$ cat src/rtl/l1ca_epoch_dump.sv
// l1ca_epoch_dump: snapshots a tracking channel's E/P/L I/Q accumulators on the
// rising edge of its code epoch and queues them for the loop processor.
// Latency: a capture in cycle C becomes visible (out_valid/level) in C+1.
// Backpressure: out_valid/out_ready; a capture that finds the queue full with no
// pop in that cycle is dropped and counted in drop_count (saturating at 255).
//
// Build option: define DUMP_PHASE_EN to store code_phase/lo_phase per entry;
// without it the phase outputs are tied to 0 and the phase inputs are unused.
//
// Ports:
//   clk, rst            system clock, asynchronous active-high reset
//   en, clear           channel enable and synchronous flush (shared with the channel)
//   epoch               channel epoch level; its rising edge triggers a capture
//   ie..ql              channel accumulators (two's complement, ACC_W bits)
//   code_phase/lo_phase channel NCO phases
//   out_valid/out_ready head handshake; out_* present the head entry
//   out_seq             head epoch sequence number (advances on drops too)
//   out_partial         head is the first capture after reset/clear
//   level               queue occupancy
//   drop_count          captures lost to a full queue, saturating

// dump_fifo: generic first-word-fall-through queue with resettable storage.
// Latency: a push is visible at the head one cycle later; the head is read
// combinationally. Backpressure: a push into a full queue is accepted only
// when a pop happens in the same cycle; push_ok reports acceptance.
module dump_fifo #(
  parameter int DEPTH = 4,
  parameter int W     = 8
) (
  input  logic                     clk,
  input  logic                     rst,
  input  logic                     flush,
  input  logic                     push,
  input  logic [W-1:0]             wdata,
  input  logic                     pop,
  output logic [W-1:0]             rdata,
  output logic                     full,
  output logic                     empty,
  output logic                     push_ok,
  output logic [$clog2(DEPTH):0]   level
);
  localparam int AW = $clog2(DEPTH);

  // One extra pointer bit separates the full and empty cases.
  logic [AW:0]  wr_ptr;
  logic [AW:0]  rd_ptr;
  logic [W-1:0] mem [DEPTH];
  logic         pop_ok;

  assign empty   = (wr_ptr == rd_ptr);
  assign full    = (wr_ptr[AW] != rd_ptr[AW]) && (wr_ptr[AW-1:0] == rd_ptr[AW-1:0]);
  assign level   = wr_ptr - rd_ptr;
  assign pop_ok  = pop & ~empty & ~flush;
  // The slot freed by a same-cycle pop can be refilled immediately.
  assign push_ok = push & ~flush & (~full | pop_ok);
  assign rdata   = mem[rd_ptr[AW-1:0]];

  always_ff @(posedge clk or posedge rst) begin
    if (rst) begin
      wr_ptr <= '0;
      rd_ptr <= '0;
    end else if (flush) begin
      wr_ptr <= '0;
      rd_ptr <= '0;
    end else begin
      if (push_ok) wr_ptr <= wr_ptr + 1'b1;
      if (pop_ok)  rd_ptr <= rd_ptr + 1'b1;
    end
  end

  // Storage is cleared by reset so the head outputs read 0 out of reset.
  always_ff @(posedge clk or posedge rst) begin
    if (rst) begin
      for (int i = 0; i < DEPTH; i++) mem[i] <= '0;
    end else if (push_ok) begin
      mem[wr_ptr[AW-1:0]] <= wdata;
    end
  end
endmodule

module l1ca_epoch_dump #(
  parameter int DEPTH = 4,
  parameter int ACC_W = 16
) (
  input  logic                   clk,
  input  logic                   rst,
  input  logic                   en,
  input  logic                   clear,
  input  logic                   epoch,
  input  logic [ACC_W-1:0]       ie,
  input  logic [ACC_W-1:0]       qe,
  input  logic [ACC_W-1:0]       ip,
  input  logic [ACC_W-1:0]       qp,
  input  logic [ACC_W-1:0]       il,
  input  logic [ACC_W-1:0]       ql,
  input  logic [31:0]            code_phase,
  input  logic [31:0]            lo_phase,
  output logic                   out_valid,
  input  logic                   out_ready,
  output logic [ACC_W-1:0]       out_ie,
  output logic [ACC_W-1:0]       out_qe,
  output logic [ACC_W-1:0]       out_ip,
  output logic [ACC_W-1:0]       out_qp,
  output logic [ACC_W-1:0]       out_il,
  output logic [ACC_W-1:0]       out_ql,
  output logic [31:0]            out_code_phase,
  output logic [31:0]            out_lo_phase,
  output logic [15:0]            out_seq,
  output logic                   out_partial,
  output logic [$clog2(DEPTH):0] level,
  output logic [7:0]             drop_count
);

  typedef struct packed {
    logic [ACC_W-1:0] ie;
    logic [ACC_W-1:0] qe;
    logic [ACC_W-1:0] ip;
    logic [ACC_W-1:0] qp;
    logic [ACC_W-1:0] il;
    logic [ACC_W-1:0] ql;
`ifdef DUMP_PHASE_EN
    logic [31:0]      code_phase;
    logic [31:0]      lo_phase;
`endif
    logic [15:0]      seq;
    logic             partial;
  } entry_t;

  logic        epoch_d;
  logic        cap;
  logic        pop;
  logic        drop;
  logic        push_ok;
  logic        fifo_full;
  logic        fifo_empty;
  logic [15:0] seq_cnt;
  logic        first_flag;
  entry_t      wr_entry;
  entry_t      head;

  // The channel zeroes its accumulators on the same epoch edge, so the inputs
  // must be sampled in this very cycle.
  assign cap  = en & ~clear & epoch & ~epoch_d;
  assign pop  = out_valid & out_ready & ~clear;
  assign drop = cap & ~push_ok;

  always_comb begin
    wr_entry         = '0;
    wr_entry.ie      = ie;
    wr_entry.qe      = qe;
    wr_entry.ip      = ip;
    wr_entry.qp      = qp;
    wr_entry.il      = il;
    wr_entry.ql      = ql;
`ifdef DUMP_PHASE_EN
    wr_entry.code_phase = code_phase;
    wr_entry.lo_phase   = lo_phase;
`endif
    wr_entry.seq     = seq_cnt;
    wr_entry.partial = first_flag;
  end

  dump_fifo #(
    .DEPTH (DEPTH),
    .W     ($bits(entry_t))
  ) u_fifo (
    .clk     (clk),
    .rst     (rst),
    .flush   (clear),
    .push    (cap),
    .wdata   (wr_entry),
    .pop     (pop),
    .rdata   (head),
    .full    (fifo_full),
    .empty   (fifo_empty),
    .push_ok (push_ok),
    .level   (level)
  );

  // epoch_d follows epoch even through clear, so an epoch already high when
  // clear drops cannot look like a fresh edge.
  always_ff @(posedge clk or posedge rst) begin
    if (rst) epoch_d <= 1'b0;
    else     epoch_d <= epoch;
  end

  // Sequence advances on every capture, written or dropped, so software sees
  // a gap in out_seq for each lost integration.
  always_ff @(posedge clk or posedge rst) begin
    if (rst) begin
      seq_cnt    <= '0;
      first_flag <= 1'b1;
      drop_count <= '0;
    end else if (clear) begin
      seq_cnt    <= '0;
      first_flag <= 1'b1;
      drop_count <= '0;
    end else begin
      if (cap) begin
        seq_cnt    <= seq_cnt + 16'd1;
        first_flag <= 1'b0;
      end
      if (drop && drop_count != 8'hFF) drop_count <= drop_count + 8'd1;
    end
  end

  assign out_valid   = ~fifo_empty;
  assign out_ie      = head.ie;
  assign out_qe      = head.qe;
  assign out_ip      = head.ip;
  assign out_qp      = head.qp;
  assign out_il      = head.il;
  assign out_ql      = head.ql;
  assign out_seq     = head.seq;
  assign out_partial = head.partial;

`ifdef DUMP_PHASE_EN
  assign out_code_phase = head.code_phase;
  assign out_lo_phase   = head.lo_phase;
`else
  logic unused_phase;
  assign unused_phase   = ^{code_phase, lo_phase, fifo_full};
  assign out_code_phase = 32'h0;
  assign out_lo_phase   = 32'h0;
`endif

`ifdef DUMP_PHASE_EN
  logic unused_full;
  assign unused_full = fifo_full;
`endif

endmodule

$ cat config.mk
export PLATFORM = sky130hd
export DESIGN_NAME = l1ca_epoch_dump
export DESIGN_NICKNAME = d
export VERILOG_FILES = /design/src/rtl/l1ca_epoch_dump.sv
export SDC_FILE = /design/constraint.sdc
export NUM_CORES = 1
export LEC_CHECK = 0
export ABC_AREA = 0
export ABC_CLOCK_PERIOD_IN_PS = 19500
export CORE_UTILIZATION = 49
export CTS_CLUSTER_SIZE = 25
export DETAILED_ROUTE_END_ITERATION = 10
export PLACE_DENSITY = 0.86
export SLEW_MARGIN = 30
export SYNTH_ARGS = -nofsm -noshare
export SYNTH_HDL_FRONTEND = slang
export SYNTH_SLANG_ARGS = --single-unit
$ cat constraint.sdc
create_clock -name clk -period 19.5 [get_ports clk]
set_clock_uncertainty 0.2 [all_clocks]
set_input_delay 4.875 -clock clk [delete_from_list [all_inputs] [get_ports clk]]
set_output_delay 4.875 -clock clk [all_outputs]
set_load 0.02 [all_outputs]
== Yosys cells after proc, flatten, opt, wreduce, memory -nomap -nowiden ==
Cells that the tools add are included.

* Flip-flop bits (word level): 484
* Input port bits: 166
* Logic and storage cells: 63

* Bitwise gates (word level): 18
* $add $sub $neg: 5
* Reductions and logical operators: 7
* Mux-type cells: 16
* Equal/unequal tests: 4
* Magnitude comparators: 3

{| class="wikitable"
|+ Operators with widths
! cell !! number
|-
| bitwise mux 452 bit || 1
|-
| two-way mux 113 bit || 3
|-
| binary-select mux 113 bit (select 2 bit) || 1
|-
| demux 113 bit (select 2 bit) || 1
|-
| two-way mux 16 bit || 2
|-
| adder 16 x 1 -> 16 bit, second input constant || 1
|-
| two-way mux 8 bit || 2
|-
| two-way mux 3 bit || 4
|-
| AND 1 bit || 10
|-
| adder 8 x 1 -> 8 bit, second input constant || 1
|-
| inequality test 8 bit, second input constant || 1
|-
| nonzero test 2 bit || 4
|-
| adder 3 x 1 -> 3 bit, second input constant || 2
|-
| greater-or-equal comparator 3 bit, second input constant || 2
|-
| inverter 2 -> 3 bit || 2
|-
| inverter 1 bit || 5
|-
| equality test 3 bit || 1
|-
| logical AND 1 bit || 3
|-
| < comparator 3 x 1 -> 1 bit, second input constant || 1
|-
| subtractor 3 bit || 1
|-
| equality test 2 bit || 1
|-
| two-way mux 1 bit || 2
|-
| inequality test 1 bit || 1
|-
| bitwise OR 1 bit || 1
|}

== Logic depth before layout (Yosys ltp) ==
* Depth in word-level cells: 13
* Depth in mapped cells: 13

== Modules after synthesis ==
Synthesis repeated with hierarchy kept, for this count alone.

* Cells, all modules: 1349
* Area, all modules: 21847.2 µm²

{| class="wikitable"
|+ By module, submodules not included
! module !! area each (µm²) !! instances !! seq. area each (µm²) !! cells each
|-
| dump_fifo || 20005.4 || 1 || 11461.0 || 1150
|-
| l1ca_epoch_dump || 1841.8 || 1 || 651.9 || 199
|}

== Least setup slack after synthesis ==
No wires, ideal clock.

* Kind: reg2out
* Start point: reg u_fifo.rd_ptr[1]
* End point: out out_valid
* Buffers on the path: 4
* Data arrival time: 2.113 ns
* Stages on the path, launching flop included: 8
* Slack: 12.312 ns
* Cell sequence: dfrtp_1 clkbuf_1 buf_2 clkbuf_1 clkbuf_1 inv_1 ha_1 nand3_1

* Word-level cells in the longest chain between the ends: 2

{| class="wikitable"
|+ RTL lines
! what !! RTL line !! text
|-
| from (decl) || 46 || <nowiki>logic [AW:0] rd_ptr;</nowiki>
|-
| from (signal assigned) || 67 || <nowiki>if (pop_ok) rd_ptr <= rd_ptr + 1'b1;</nowiki>
|-
| equality test 3 bit || 50 || <nowiki>assign empty = (wr_ptr == rd_ptr);</nowiki>
|-
| inverter 1 bit || 207 || <nowiki>assign out_valid = ~fifo_empty;</nowiki>
|-
| to (decl) || 98 || <nowiki>output logic out_valid,</nowiki>
|}

No other way between the ends.

== Worst setup path in the final report ==
* Start point: reg u_fifo.rd_ptr[0]
* End point: out out_ql[11]

* Word-level cells in the longest chain between the ends: 4

{| class="wikitable"
|+ RTL lines
! what !! RTL line !! text
|-
| inverter 2 -> 3 bit (not written as such) || 56 || <nowiki>assign rdata = mem[rd_ptr[AW-1:0]];</nowiki>
|-
| binary-select mux 113 bit (select 2 bit) || 56 ||
|-
| two-way mux 113 bit (not written as such) (2 in series) || 56 ||
|-
| to (decl) || 105 || <nowiki>output logic [ACC_W-1:0] out_ql,</nowiki>
|}

No other way between the ends. The select of a mux whose other input is x is not followed.

==> metrics.txt <==
status=complete, no violations; ys flop type=dfrtp_1; critical path startpoint category=flop; vias per std cell=5.50; drt pass-1 iters=4; critical path class=flop to output pin; Hold Fails Final Rpt=0; fin. max-slew vios=0; Initial Util=between 40% and 50%; Finished Cell Area=~26000 um2; dpl ws=10.72 ns; IO Count=355; Syn Area/Cell=16.0 um2; required time worst endpoint=14.43 ns; number of synthesized flops with an enable pin=0; WL per Instance=between 20 and 25 um; Synth area leader=dfrtp_1; most common cell after layout, fill and taps aside=dfrtp_1; Cell Rows=76; gr ovfl total=0; first-pass GRT wire length=72000 um; Synth async-reset ratio=100%; Synth top area share=a little under three fifths; post-CTS setup buffer count=0; Post-CTS Resized=0; Distinct cells, synth=between 40 and 50; pin count of the biggest net entering global routing=about 180; Final period util=a little under half; Mapped Cells=1347; Yosys reg bits=484; VDD IR max=0.0000878 V; Iter 0 DRT Violations=542; Final WS setup=10.60 ns; sequential element share of the synthesized area=56.2%; R2R cell count=7; core region area=43300 um2; Fmax achieved=0.112 GHz; die width=212 um; synthesis-to-layout area growth=20.1%; CTS Root Cell=clkbuf_16; CP Max Fanout=55; Slowest Stage Delay on Critical Path=0.73 ns; Clk Latency, worst-skew pair=a little under 0.6 ns; clock sink total=484; htree depth=2; synth top area cells=dfrtp_1 56%, mux2_2 23%, mux4_2 12%; Hold WS=0.284 ns; Yosys warnings=0; CP max-delay cell=buf_4; Power per Cell Area=97.0 nW/um2; commonest cells after routing, fill and taps aside=481 x dfrtp_1, 440 x mux2_2, 226 x clkdlybuf4s50_1; relative slew slack=approximately a third; Hold/Removal Path Class=flop to flop; critical path arrival=3.83 ns; HPWL Detailed=between 20000 and 30000 um; initial antenna violation count=4; CP cell instances=buf_6 -> buf_4 -> mux4_2 -> clkdlybuf4s50_1; Final Setup Violations=0; Worst-path clk slew=0.06 ns; Final Core Density=59.8%; WL final=45300 um; Worst Hold Path Cells=2; TritonCTS buffer count=50; Buffers on Ports=226; Die Y=between 200 and 250 um; crit end category=output pin; hold_buf cts=0; remaining antenna violation count=0; Residual DRC=0; Synth Cell Area=approximately 22000 um2; min cycle time layout=8.90 ns; Cells after DPL=2086; fin cells=2178; CTS tree=done; via count=12000; vias in the first global route=about 13000; Worst-Margin Slew=0.972 ns; Max Cap Violations=0; Final Wtd Congestion=between 0.7 and 0.8; Nets=1730; Leakage=12.0 nW; Placed Area=24100 um2; GRT Total Usage=between 20 and 25%; total negative slack=0 ns; share of layout cells above drive strength 1=41.6%; Power Total=2.51 mW; RSZ-0062 raised after global routing=false; Max Root-Sink Buffers=3; die area=44800 um2
==> synth_stat cells (4+ instances only) <==
cell type  number
xnor2_1         9
mux2_1         10
or4_1           5
nand4_1         6
or3_1           5
buf_2          49
nand2_1        16
xor2_1          8
buf_4          67
mux2_2        440
a21oi_1        11
nor2_1         21
ha_1            9
clkbuf_1       33
nor4_1          4
inv_1           9
nand3_1        10
o21ai_0         9
nor3_1          5
dfrtp_1       483
mux4_2        113
==> path summary, 6_finish.rpt <==
path | slack [ns] | to | startpoint
max | 10.60 | out_ql[11] | u_fifo.rd_ptr[0]$_DFFE_PP0P_
min | 0.28 | u_fifo.mem[8]$_DFFE_PP0P_ | u_fifo.mem[8]$_DFFE_PP0P_
max reg2reg | 15.27 | u_fifo.mem[187]$_DFFE_PP0P_ | u_fifo.rd_ptr[1]$_DFFE_PP0P_
min reg2reg | 0.28 | u_fifo.mem[8]$_DFFE_PP0P_ | u_fifo.mem[8]$_DFFE_PP0P_
max in group asynchronous | 12.28 | seq_cnt[13]$_DFFE_PP0P_ | rst
min in group asynchronous | 4.59 | u_fifo.mem[60]$_DFFE_PP0P_ | rst
==> critical path, delay by kind of cell (launching register included) <==
kind | cells | cell delay, ns
buffers and inverters | 3 | 1.92
DFF | 1 | 0.60
muxes | 1 | 0.61
==> flip-flops by register name (all words and copies together), names as in the netlist <==
name	cells
u_fifo.mem	452
seq_cnt	16
drop_count	8
u_fifo.rd_ptr	3
u_fifo.wr_ptr	3
epoch_d	1
first_flag	1
==> area by class of cell <==
class | instances | area [um2]
Sequential cell | 484 | 12100
Clock inverter | 13 | 228
Multi-Input combinational cell | 766 | 8790
Antenna cell | 1 | 2.50
Timing Repair Buffer | 243 | 2440
Fill cell | 3161 | 17400
Inverter | 9 | 46.3
Clock buffer | 77 | 1530
Tap cell | 585 | 732
==> cell families (layout without fill, tap and decap cells) <==
group           after synthesis  count (layout)  synth area share (%)
flops                       484             484                  56.2
buf+inv                     160             342                  4.27
other cells                   1              65                0.0174
xor+xnor                     17              17                 0.691
compound gates               28              28                 0.807
fa+ha+maj                    10              10                 0.615
simple gates                 81              81                  1.93
mux                         566             566                  35.5
==> power by group <==
part | leakage (nW) | internal, mW | switching, mW
clock network | 0.870 | 0.608 | 0.395
logic | 4.62 | 0.214 | 0.189
registers | 6.53 | 1.07 | 0.0339
total | 12.0 | 1.89 | 0.618
==> layer usage <==
| layer | vias up | global-route usage, % | part of all wire, % |
|---|---|---|---|
| li1 | 5247 | - | - |
| met4 | 6 | 7.00 | 2.4 |
| met1 | 6394 | 25.1 | 41 |
| met2 | 259 | 35.4 | 51 |
| met3 | 74 | 5.61 | 5.6 |
| met5 | - | 0 | 0.086 |
Power figures use the tool's default switching activity.
